===== src/rtl/sprite_dma_gen2.sv =====
// sprite_dma_gen2: parametrised APU sprite DMA engine.
// Copies LEN bytes from CPU page {page, cnt} to a fixed PPU port.
// Halts the core, aligns to the ACLK get/put phase and gives get slots to DMC fetches.
module sprite_dma_gen2 #(
  parameter int              ADDR_W    = 16,
  parameter int              DATA_W    = 8,
  parameter int              CNT_W     = 8,
  parameter int              LEN       = 256,
  parameter logic [ADDR_W-1:0] DEST_ADDR = 16'h2004
) (
  input  logic              CLK,
  input  logic              RES,
  input  logic              ACLK1,
  input  logic              RnW,
  input  logic              W4014,
  input  logic [DATA_W-1:0] DB_in,
  input  logic [ADDR_W-1:0] CPU_Addr,
  input  logic              DMC_REQ,
  input  logic [ADDR_W-1:0] DMC_Addr,
  output logic [ADDR_W-1:0] Addr,
  output logic [DATA_W-1:0] DB_out,
  output logic              RD,
  output logic              WR,
  output logic              SPR_PPU,
  output logic              RDY_tocore,
  output logic              DMC_ACK,
  output logic              BUSY,
  output logic              DONE
);

  typedef enum logic [2:0] {S_IDLE, S_HALT, S_ALIGN, S_GET, S_PUT} state_t;

  // index of the final byte; the counter stops here and never wraps
  localparam logic [CNT_W-1:0] LAST = CNT_W'(LEN - 1);

  state_t            state, state_nx;
  logic [CNT_W-1:0]  cnt;
  logic [DATA_W-1:0] page;
  logic [DATA_W-1:0] buf_q;
  logic              done_q;

  // state register
  always_ff @(posedge CLK) begin
    if (RES) state <= S_IDLE;
    else     state <= state_nx;
  end

  // datapath: page latch, byte counter, read buffer, one-shot done flag
  always_ff @(posedge CLK) begin
    if (RES) begin
      cnt    <= '0;
      page   <= '0;
      buf_q  <= '0;
      done_q <= 1'b0;
    end else begin
      done_q <= (state == S_PUT) && (cnt == LAST);
      // a strobe outside IDLE must not relatch the page or restart the count
      if (state == S_IDLE && W4014) begin
        page <= DB_in;
        cnt  <= '0;
      end
      if (state == S_GET && !DMC_REQ) buf_q <= DB_in;
      if (state == S_PUT && cnt != LAST) cnt <= cnt + CNT_W'(1);
    end
  end

  // next-state logic
  always_comb begin
    state_nx = state;
    case (state)
      S_IDLE:  if (W4014) state_nx = S_HALT;
      // wait for the core to be in a read cycle, then align to a get phase
      S_HALT:  if (RnW) state_nx = ACLK1 ? S_GET : S_ALIGN;
      S_ALIGN: state_nx = S_GET;
      // a DMC steal burns the get slot plus one realign cycle
      S_GET:   state_nx = DMC_REQ ? S_ALIGN : S_PUT;
      S_PUT:   state_nx = (cnt == LAST) ? S_IDLE : S_GET;
      default: state_nx = S_IDLE;
    endcase
  end

  // output decode from registered state, plus DMC_REQ in IDLE/GET
  always_comb begin
    Addr       = CPU_Addr;
    DB_out     = '0;
    RD         = 1'b0;
    WR         = 1'b0;
    SPR_PPU    = 1'b0;
    RDY_tocore = 1'b1;
    DMC_ACK    = 1'b0;
    BUSY       = 1'b0;
    DONE       = 1'b0;
    case (state)
      S_IDLE: begin
        DONE = done_q;
        if (DMC_REQ) begin
          Addr       = DMC_Addr;
          RD         = 1'b1;
          DMC_ACK    = 1'b1;
          RDY_tocore = 1'b0;
        end
      end
      S_HALT, S_ALIGN: begin
        RDY_tocore = 1'b0;
        BUSY       = 1'b1;
      end
      S_GET: begin
        RDY_tocore = 1'b0;
        BUSY       = 1'b1;
        RD         = 1'b1;
        if (DMC_REQ) begin
          Addr    = DMC_Addr;
          DMC_ACK = 1'b1;
        end else begin
          Addr = ADDR_W'({page, cnt});
        end
      end
      S_PUT: begin
        RDY_tocore = 1'b0;
        BUSY       = 1'b1;
        Addr       = DEST_ADDR;
        WR         = 1'b1;
        SPR_PPU    = 1'b1;
        DB_out     = buf_q;
      end
      default: ;
    endcase
  end

endmodule


===== config.mk =====
export PLATFORM = sky130hd
export DESIGN_NAME = sprite_dma_gen2
export DESIGN_NICKNAME = d
export VERILOG_FILES = /design/src/rtl/sprite_dma_gen2.sv
export SDC_FILE = /design/constraint.sdc
export NUM_CORES = 1
export LEC_CHECK = 0
export CAP_MARGIN = 25
export CELL_PAD_IN_SITES_DETAIL_PLACEMENT = 2
export CELL_PAD_IN_SITES_GLOBAL_PLACEMENT = 2
export CORE_AREA = 2 2 87 89
export CTS_BUF_LIST = sky130_fd_sc_hd__clkbuf_8
export CTS_CLUSTER_DIAMETER = 60
export DETAILED_ROUTE_END_ITERATION = 6
export DIE_AREA = 0 0 89 91
export GPL_TIMING_DRIVEN = 0
export PLACE_DENSITY = 0.86
export SLEW_MARGIN = 30
export SYNTH_ARGS = -nofsm -noshare
export SYNTH_HDL_FRONTEND = slang
export SYNTH_SLANG_ARGS = --single-unit

===== constraint.sdc =====
create_clock -name CLK -period 3.8 [get_ports CLK]
set_input_delay 0.57 -clock CLK [delete_from_list [all_inputs] [get_ports CLK]]
set_output_delay 0.57 -clock CLK [all_outputs]
set_load 0.05 [all_outputs]

# [Word-level counts from Yosys, hierarchy flattened]
# Index checks and enable logic that the tools add are counted.
[totals] latchBits=0 input_bits=46 rom_bits=0 ram_bits=0 memories=0 ff_bits=28
[op_classes] add_sub_neg=1 bitwise_logic=0 n_reduce_logical=10 shift=0 order_cmp=0 div_mod_pow=0 mul=0 n_eq_ne=8 muxes=20
[op_table] cell="16-bit one-hot mux with 3 select lines" count=1
[op_table] cell="16-bit two-way mux" count=2
[op_table] cell="8-bit two-way mux" count=3
[op_table] cell="3-bit one-hot mux with 5 select lines" count=1
[op_table] cell="3-bit two-way mux" count=3
[op_table] cell="8-bit by 1-bit adder with 8-bit output (second input constant)" count=1
[op_table] cell="8-bit == test (second input constant)" count=1
[op_table] cell="8-bit inequality test (second input constant)" count=1
[op_table] cell="1-bit two-way mux" count=7
[op_table] cell="3-bit by 2-bit == test with 1-bit output (second input constant)" count=2
[op_table] cell="1-bit logical AND" count=4
[op_table] cell="2-bit inequality test (second input constant)" count=2
[op_table] cell="1-bit one-hot mux with 2 select lines" count=2
[op_table] cell="4-bit OR reduction" count=1
[op_table] cell="3-bit by 1-bit == test with 1-bit output (second input constant)" count=1
[op_table] cell="3-bit == test (second input constant)" count=1
[op_table] cell="3-bit zero test" count=1
[op_table] cell="2-bit two-way mux" count=1
[op_table] cell="2-bit AND reduction" count=1
[op_table] cell="2-bit nonzero test" count=1
[op_table] cell="2-bit OR reduction" count=1
[op_table] cell="1-bit zero test" count=1

# [Longest topological paths before layout]
[depth] word_depth=4 depth_mapped=7

# [Least setup slack after synthesis]
# OpenSTA, ideal clock, no wires.
[synth_path] kind="input port to output port" start="in DMC_REQ" end="out Addr[5]" setup_slack_ps=1138 path_stages=3 required_time_ps=3230 path_buffers=0 arrival_time_ps=2092 path_cell_list="nor2_1 > nand3_1 > o21ai_0"
[synth_via] elab_chain_cells=2 elab_cells_between_ends=3 classes_between="mux: 3"
[synth_lines] item="from (decl)" line="18" source="input logic DMC_REQ,"
[synth_lines] item="16-bit two-way mux, on equally long branches" line="111, 96"
[synth_lines] item="16-bit one-hot mux with 3 select lines (*)" line="93" source="case (state)"
[synth_lines] item="to (decl)" line="20" source="output logic [ADDR_W-1:0] Addr,"
# Mark *: on every way between the ends. The rest lies on a longest branch, timed or not.

# [Worst setup path after layout]
[layout_path] start="in DMC_REQ" end="out Addr[15]"
# The elaborated chain is that of the path after synthesis.

==> qor.csv <==
metric;value;unit
clock_path_buffers;2;
grt_pass1_vias;2004;
routed_wl;6.74;mm
synth_top_cells_by_area;dfxtp_1 (35%), nand2_1 (16%), a21oi_1 (7.8%), a22oi_1 (6.5%), and2_1 (4.3%);
path_class;primary input to primary output;
cts_sinks;28;
dp_hpwl;5.34;mm
hold_violations;0;
cts_setup_buffers;0;
slew_headroom;58.0;%
min_period_over_period;93.9;%
antenna_found_initial;0;
ant_nets;0;
crit_slowest_cell;clkdlybuf4s50_1;
synth.mux.area_fraction;0.701;%
worstSetupEndpointType;primary output;
synth.top_cell.area_share;34.9;%
period_needed;3.57;ns
status;finished clean;
ys_types;43;
yosysWarnings;0;
dieArea;8100;µm²
synth_compound_area_share;23.5;%
diodes;0;
routedWlPerCell;16.8;µm
fin_tns_setup;0;ns
viasPerCell;4.80;
timing.fmax;280;MHz
skew;0.00523;ns
cp_common_cell;clkdlybuf4s50_1;
firstDrtPassIters;4;
cts_resized;0;
setup_violations;0;
cts_tree;done;
cts_hold_buffers;0;
hold_class;flip-flop to flip-flop;
die_h;91;µm
p_leak;0.000917;µW
synthToLayoutAreaGrowth;59.5;%
clk_latency;0.29;ns
utilization;35.9;%
critPathRequiredTime;3.23;ns
synth-simple-area-share;33.7;%
fillers;851;
grt_max_degree;17;
maxCapViolCount;0;
crit_chain;clkdlybuf4s50_1, nor2_1, o22a_2, buf_2, a22oi_1, nand2_1, clkdlybuf4s50_1;
layout.nets;349;
track_usage;16.9;%
drc;0;
ir_drop;136;µV
synth_top_flop_cell;dfxtp_1;
cts_buffers;3;
synth_top_family_by_area;simple AND/OR/NAND/NOR gates;
path_clk_slew;0.11;ns
syn_avg_cell_area;7.23;µm²
portBuffers;75;
coreArea;7140;µm²
grt_first_pass_wirelength;10.5;mm
rsz0062_at_grt;false;
worst_pin_slew;0.628;ns
worst_setup_path_start_kind;primary input;
drtIter0Drc;71;
synthTopCellsByCount;nand2_1 (68), dfxtp_1 (28), a21oi_1 (25);
synth-xor-area-share;1.09;%
synthesis.area;1610;µm²
synth-seq-area-share;34.9;%
drive_gt1_share;6.98;%
final_max_slew_viol_count;0;
fin_area;2560;µm²
synth_fa_ha_area_share;0.779;%
synth-seq-cells;28;
vias;1920;
cp.arrival;3.00;ns
post_dp_cell_area;2480;µm²
yosys.area.top_type;dfxtp_1;
crit_fanout;10;
synthArstFlopShare;0;%
gr-total-overflow;0;
rows;31;
htreeDepth;1;
yosysMostFrequentCell;nand2_1;
netlist_instances;222;
max_stage_delay;0.81;ns
synth_fp_nets;269;
place_congestion;0.732;
synth-edff-count;0;
pwr_density_cell;404;nW/µm²
cts-root-buf;clkbuf_8;
ios;77;
initial_core_util;22.5;%
die_w;89;µm
[stage by stage]
step	setup slack [ns]	cells	total power [µW]	hold WS [ns]
floorplan	1.14	222	611	0.432
global placement	0.0934	396	786	0.439
detailed placement	0.0792	396	795	0.450
CTS	0.0671	400	1040	0.464
global route	0.0760	400	1080	0.490
finish	0.232	400	1030	0.457
[state kept, by name, indices dropped and copies added (netlist names)]
register / cells
done_q: 1
state: 3
page: 8
cnt: 8
buf_q: 8
[cell usage in the layout, fill, tap and decap left out, drive strengths merged, types with 8 or more instances in the layout]
cell type	count
nor2	10
clkbuf	8
buf	8
a22oi	14
and2	11
nand2	69
dfxtp	28
a21oi	26
clkdlybuf4s50	75
nand3	10
[logic make-up (layout without fill, tap and decap cells)]
logic type / after synthesis / in the layout
DFF: 28 / 28
buffers and inverters: 16 / 95
muxes: 1 / 1
and+or+nand+nor: 115 / 115
AOI/OAI and AO/OA: 59 / 59
adders and majority gates: 1 / 1
xor gates and xnor gates: 2 / 2
[worst paths after layout]
| path | start | end | slack, ns | cells past startpoint |
|---|---|---|---|---|
| max reg2reg | cnt[0] | cnt[7] | 2.02 | 5 |
| min reg2reg | buf_q[1] | buf_q[1] | 0.46 | 2 |
| max | DMC_REQ | Addr[15] | 0.23 | 7 |
| min | buf_q[1] | buf_q[1] | 0.46 | 2 |
[worst max-delay path: cells and delay by family]
family                 cells  cell delay, ns
buffers and inverters      3            1.64
AND/OR/NAND/NOR            2            0.31
AO/OA/AOI/OAI              2            0.47
[final cells by class]
| cell class | instances | area [µm²] | share of cell area, % |
|---|---|---|---|
| clock inverters | 1 | 30.0 | 1.17 |
| plain buffers | 13 | 68.8 | 2.69 |
| clock buffers | 3 | 41.3 | 1.61 |
| multi-input cells | 178 | 968 | 37.8 |
| inverters | 3 | 16.3 | 0.635 |
| well taps | 99 | 124 | 4.84 |
| flip-flops and latches | 28 | 561 | 21.9 |
| repair buffers | 75 | 751 | 29.3 |
[power by group]
group,switching [µW],internal (µW)
combinational,300,174
clock,105,141
sequential,6.72,307
total,412,622
[metal layers]
layer / global-route usage, % / part of all wire (%) / routed length [µm]
met5: 0 / 0 / 0
met4: 6.09 / 2.3 / 158
met3: 1.91 / 4.1 / 274
met2: 28.9 / 49 / 3280
met1: 21.4 / 45 / 3030
(Power assumes the default switching activity.)
